## config.mk

```make
export PLATFORM = sky130hd
export DESIGN_NAME = instr_register_scheduler
export DESIGN_NICKNAME = d
export VERILOG_FILES = /design/src/rtl/instr_register_scheduler.sv
export SDC_FILE = /design/constraint.sdc
export NUM_CORES = 1
export LEC_CHECK = 0
export BUFFER_PORTS_ARGS = -buffer_cell sky130_fd_sc_hd__buf_2
export CAP_MARGIN = 0
export CORE_AREA = 3 3 110 112
export DETAILED_ROUTE_END_ITERATION = 8
export DIE_AREA = 0 0 113 115
export PLACE_DENSITY = 0.72
export SLEW_MARGIN = 20
export SYNTH_ARGS = -nofsm -noshare
export SYNTH_HDL_FRONTEND = slang
export SYNTH_SLANG_ARGS = --single-unit
```

## constraint.sdc

```tcl
create_clock -name clk -period 3 [get_ports clk]
set_input_delay 0.45 -clock clk [delete_from_list [all_inputs] [get_ports clk]]
set_output_delay 0.45 -clock clk [all_outputs]
set_load 0.02 [all_outputs]
```

## src/rtl/instr_register_scheduler.sv

```systemverilog
// Round-robin write arbiter and FIFO pointer controller for instr_register.
// Two requesters share one load port. A single consumer pops entries in grant order.
package instr_register_pkg;
  typedef enum logic [3:0] {ZERO, PASSA, PASSB, ADD, SUB, MULT, DIV, MOD} opcode_t;
  typedef logic signed [31:0] operand_t;
  typedef logic [4:0]         address_t;
endpackage

module instr_register_scheduler
  import instr_register_pkg::*;
#(
  parameter int DEPTH  = 32,
  parameter int ADDR_W = 5
) (
  input  logic              clk,
  input  logic              reset,
  input  logic              flush,
  input  logic              req0_valid,
  output logic              req0_ready,
  input  opcode_t           req0_opcode,
  input  operand_t          req0_operand_a,
  input  operand_t          req0_operand_b,
  input  logic              req1_valid,
  output logic              req1_ready,
  input  opcode_t           req1_opcode,
  input  operand_t          req1_operand_a,
  input  operand_t          req1_operand_b,
  input  logic              pop_valid,
  output logic              pop_ready,
  output logic              rsp_valid,
  output logic              load_en,
  output address_t          write_pointer,
  output opcode_t           opcode,
  output operand_t          operand_a,
  output operand_t          operand_b,
  output address_t          read_pointer,
  output logic [ADDR_W:0]   count,
  output logic              full,
  output logic              empty
);

  localparam logic [ADDR_W:0] FULL_COUNT = (ADDR_W + 1)'(DEPTH);

  logic [ADDR_W-1:0] wp;
  logic [ADDR_W-1:0] rp;
  logic              last_grant;
  logic              accept;
  logic              wr;
  logic              pop;

  assign full  = (count == FULL_COUNT);
  assign empty = (count == '0);

  // last_grant names the requester that lost priority; the other wins a tie.
  always_comb begin
    accept     = !full && !flush && !reset;
    req0_ready = 1'b0;
    req1_ready = 1'b0;
    if (accept) begin
      req0_ready = req0_valid && (!req1_valid || last_grant);
      req1_ready = req1_valid && (!req0_valid || !last_grant);
    end
    wr        = req0_ready || req1_ready;
    pop_ready = !empty && !flush;
    pop       = pop_valid && pop_ready;
  end

  // NOTE: all state uses non-blocking assignments so every register samples
  // pre-edge values; blocking here would create order-dependent races.
  always_ff @(posedge clk) begin
    if (reset) begin
      wp            <= '0;
      rp            <= '0;
      count         <= '0;
      last_grant    <= 1'b1;
      load_en       <= 1'b0;
      write_pointer <= '0;
      read_pointer  <= '0;
      opcode        <= ZERO;
      operand_a     <= '0;
      operand_b     <= '0;
      rsp_valid     <= 1'b0;
    end else if (flush) begin
      wp        <= '0;
      rp        <= '0;
      count     <= '0;
      load_en   <= 1'b0;
      rsp_valid <= 1'b0;
    end else begin
      load_en   <= wr;
      rsp_valid <= pop;
      if (wr) begin
        write_pointer <= wp;
        wp            <= wp + 1'b1;
        last_grant    <= req1_ready;
        if (req0_ready) begin
          opcode    <= req0_opcode;
          operand_a <= req0_operand_a;
          operand_b <= req0_operand_b;
        end else begin
          opcode    <= req1_opcode;
          operand_a <= req1_operand_a;
          operand_b <= req1_operand_b;
        end
      end
      if (pop) begin
        read_pointer <= rp;
        rp           <= rp + 1'b1;
      end
      if (wr && !pop) begin
        count <= count + 1'b1;
      end else if (!wr && pop) begin
        count <= count - 1'b1;
      end
    end
  end

endmodule
```

==> run summary <==
The tree is rooted in a sky130_fd_sc_hd__clkbuf_16. At the pin with the least slew margin, the transition time is 0.913 ns. The final antenna-violating net count is 0.

The worst path in the final design needs a cycle of 2.81 ns, including I/O delays and setup. The multi-input combinational cell area came out at 2440 um2. The nature of the critical path endpoint is a register. The worst hold slack across all endpoints came out at 0.390 ns.

The final worst clock skew came out at 0.00471 ns. The post-route netlist has 37.0% of its cells at a drive strength greater than 1. The final-report max-slew violation count was 0. STA puts the critical path data arrival time at 3.08 ns. The congestion estimate from routability-driven global placement came to 0.849. The leakage power summed over all cells is 2.68 nW.

Entering global routing, the biggest net connects 146 pins. The deepest level of the CTS H-tree came out at 3. The final layout net count came out at 901. The TritonCTS clock tree is built. The max-slew headroom at the worst pin came out at 39.2%. The worst vdd rail ir drop is 242 uV.

The clock passes through at most 2 buffers. The number of antenna violations at the first check in global routing came out at 2. The synthesized netlist devotes 24.4% of its cell area to compound gates. The number of sinks on the clock net is 97.

The number of unique standard cell types used by synthesis is 36. The critical path class is reg2reg. Of the total synthesized cell area, the portion taken by AND, OR, NAND and NOR gates is 21.3%. The die width is 113 um. In the layout the commonest cells are sky130_fd_sc_hd__buf_2 (232), sky130_fd_sc_hd__dfxtp_1 (97), sky130_fd_sc_hd__nor2_1 (86). Leaving out fill and tap cells, the most frequent cell in the layout is sky130_fd_sc_hd__buf_2. Grouping stages by cell kind, the critical path spends the most delay in compound AO/OA/AOI/OAI gates.

The number of global-route vias before repair came out at 4,898. After legalization and detailed placement, the total HPWL measured 10,400 um. The number of hold-slack violations in the final timing report was 0. The wire length of the first global-routing pass came out at 24,500 um. The number of detailed-routing iterations run before antenna repair came out at 8. Traced cell by cell, the critical path runs through or4_1, o311ai_2, ha_2, inv_2, ha_1, a211oi_4, o21ai_0, a31o_2, a21oi_1. Dividing the synthesized area by the synthesized cell count gives 8.33 um2. The final non-filler cell total came out at 900.

The number of fillers in the final layout is 1,040. In this run the vertical extent of the chip is 115 um. The worst path required time came out at 3.27 ns. The buffer and inverter count on the worst path is 1. For this design, the CTS-stage hold fixing added 0 buffers. Cells fill 55.2% of the core in the end. The post-detailed-route via-to-cell ratio came out at 5.80. The routed wire length came out at 15,500 um. The worst setup path is launched from a register. The highest-delay cell along the critical path is sky130_fd_sc_hd__or4_1. The highest clock frequency the design can meet is 355 MHz.

The Yosys step of the flow raised 0 warnings. Synthesis produced a netlist with a net count of 707. The total area inside the core boundary comes to 11,300 um2. Port buffering added 232 buffers. The number of max-capacitance violations reported came out at 0.

The worst hold path belongs to the class in2reg. In this run the worst path has a maximum fanout of 6. Setup violations remaining at the end of the flow were counted as 0. The post-synthesis cell count came out at 557. The post-synthesis share of cell area spent on xor and xnor gates is 0.943%.

The clock-pin slew on the worst setup and hold paths is 0.07 ns. After detailed routing, the number of remaining DRC violations is 0. The run finished with clean final reports. Adding up every negative setup slack in the final design gives 0 ns. By area, the combinational part of the netlist is dominated by compound AO/OA/AOI/OAI gates.

Of the available clock period, the critical path in the final layout requires 93.8%. The sequential cells in the finished layout cover a total of 1940 um2. Setup repair after global routing left no endpoint under its margin. The delay of the slowest critical-path stage came out at 0.57 ns. The number of cells in the design after placement came out at 882. The initial core utilization came out at 41.0%.

In this run, synthesis produced a sequential element count of 97. After the first detailed-routing iteration, the DRC count stood at 746. The area of the mapped netlist came out at 4640 um2.

The total global routing track utilization is 22.7%. The initialized floorplan defines 39 standard-cell rows. For this run the aggregate overflow at the end of global routing stands at 0. Summing over every cut layer, the via total after detailed routing is 5,220. The number of primary I/O pins came out at 233. The number of clock buffers inserted by TritonCTS is 9.

Multiplexer cells account for 1.73% of the synthesized area. The sequential element share of the synthesized area is 41.8%. The adder and majority cell fraction of the synthesized area came out at 2.32%. The area of the die came out at 13,000 um2. The layout overhead on the synthesized area came out at 34.7%. The insertion delay to the later sink of the worst-skew pair came out at 0.33 ns. The detail-routed net length per standard cell came out at 17.2 um. The power density over cell area came out at 548 nW/um2.
-- cell families (layout without fill, tap and decap cells) --
group	count (synthesis)	after routing
AO/OA/AOI/OAI	168	168
XOR/XNOR	5	5
adder cells (fa/ha/maj)	8	8
buffers and inverters	72	271
flip-flops	97	97
multiplexers	8	8
other	0	1
AND/OR/NAND/NOR	199	199
-- metrics by stage --
step / setup WS (ns) / power (W) / instance area [um2]
CTS: 0.0820 / 0.00345 / 6220
floorplan: 0.0110 / 0.00189 / 4690
global placement: 0.235 / 0.00214 / 5880
global route: 0.0109 / 0.00359 / 6250
finish: 0.185 / 0.00342 / 6250
detailed placement: 0.104 / 0.00216 / 5880
-- metal layers --
metal	track usage, %	routed length (um)
met5	0	13
met1	28.9	6330
met4	9.21	359
met3	5.42	1460
met2	37.4	7300
-- where the power goes --
part	internal, W	switching, W	total (W)
clock	0.000799	0.000482	0.00128
combinational	0.000277	0.000455	0.000732
sequential	0.00136	0.0000452	0.00141
total	0.00244	0.000982	0.00342
-- state kept, by name, indices dropped and copies added, names as in the netlist --
signal         flops
last_grant         1
rp                 5
load_en            1
operand_b         32
wp                 5
write_pointer      5
operand_a         32
read_pointer       5
count              6
opcode             4
rsp_valid          1
-- final timing paths --
kind         slack (ns)  depth (start not counted)          endpoint              from
min                0.39                          3         opcode[3]    req0_opcode[3]
max reg2reg        0.19                          9          count[5]          count[1]
min reg2reg        0.45                          2  write_pointer[0]  write_pointer[0]
max                0.19                          9          count[5]          count[1]
-- tightest hold or removal path: stages --
cell and delay, ns:
sky130_fd_sc_hd__buf_2 0.10, sky130_fd_sc_hd__nand4_1 0.05, sky130_fd_sc_hd__a311oi_1 0.08
-- area by class of cell --
class / instances / area share (%)
flip-flops and latches: 97 / 31.1
multi-input cells: 388 / 39.0
repair buffers: 249 / 21.2
clock inverters: 4 / 1.18
clock buffers: 12 / 4.26
diodes: 1 / 0.0400
well taps: 143 / 2.86
inverters: 6 / 0.400
-- synth_stat cells, drive strengths merged --
| cell | n | area share, % |
|---|---|---|
| o311ai | 1 | 0.19 |
| a21oi | 14 | 1.5 |
| a32oi | 1 | 0.19 |
| clkinv | 1 | 0.081 |
| or3 | 3 | 0.40 |
| nand3b | 1 | 0.16 |
| nand4bb | 1 | 0.24 |
| buf | 18 | 3.2 |
| nand4 | 72 | 9.7 |
| o21ai | 74 | 8.0 |
| and2 | 1 | 0.13 |
| nor3 | 1 | 0.11 |
| inv | 5 | 0.40 |
| o31ai | 3 | 0.49 |
| nor4 | 3 | 0.40 |
| a311oi | 68 | 13 |
| or2 | 1 | 0.13 |
| ha | 7 | 1.9 |
| a31o | 1 | 0.19 |
| nand2 | 18 | 1.5 |
| a311o | 1 | 0.22 |
| dfxtp | 97 | 42 |
| nor2 | 87 | 7.0 |
| fa | 1 | 0.43 |
| nor2b | 3 | 0.40 |
| xor2 | 3 | 0.57 |
| nand3 | 5 | 0.54 |
| mux2i | 8 | 1.7 |
| clkbuf | 48 | 3.9 |
| a21o | 2 | 0.32 |
| a211oi | 3 | 0.49 |
| xnor2 | 2 | 0.38 |
| or4 | 2 | 0.32 |
| and4b | 1 | 0.22 |
-- timing repair --
item / 4_1_cts / 5_1_grt
gates resized for setup: 0 / 3
buffers inserted: 0 / 1
setup endpoints to repair: 0 / 3
No activity file was read; power rests on OpenSTA's default activity.
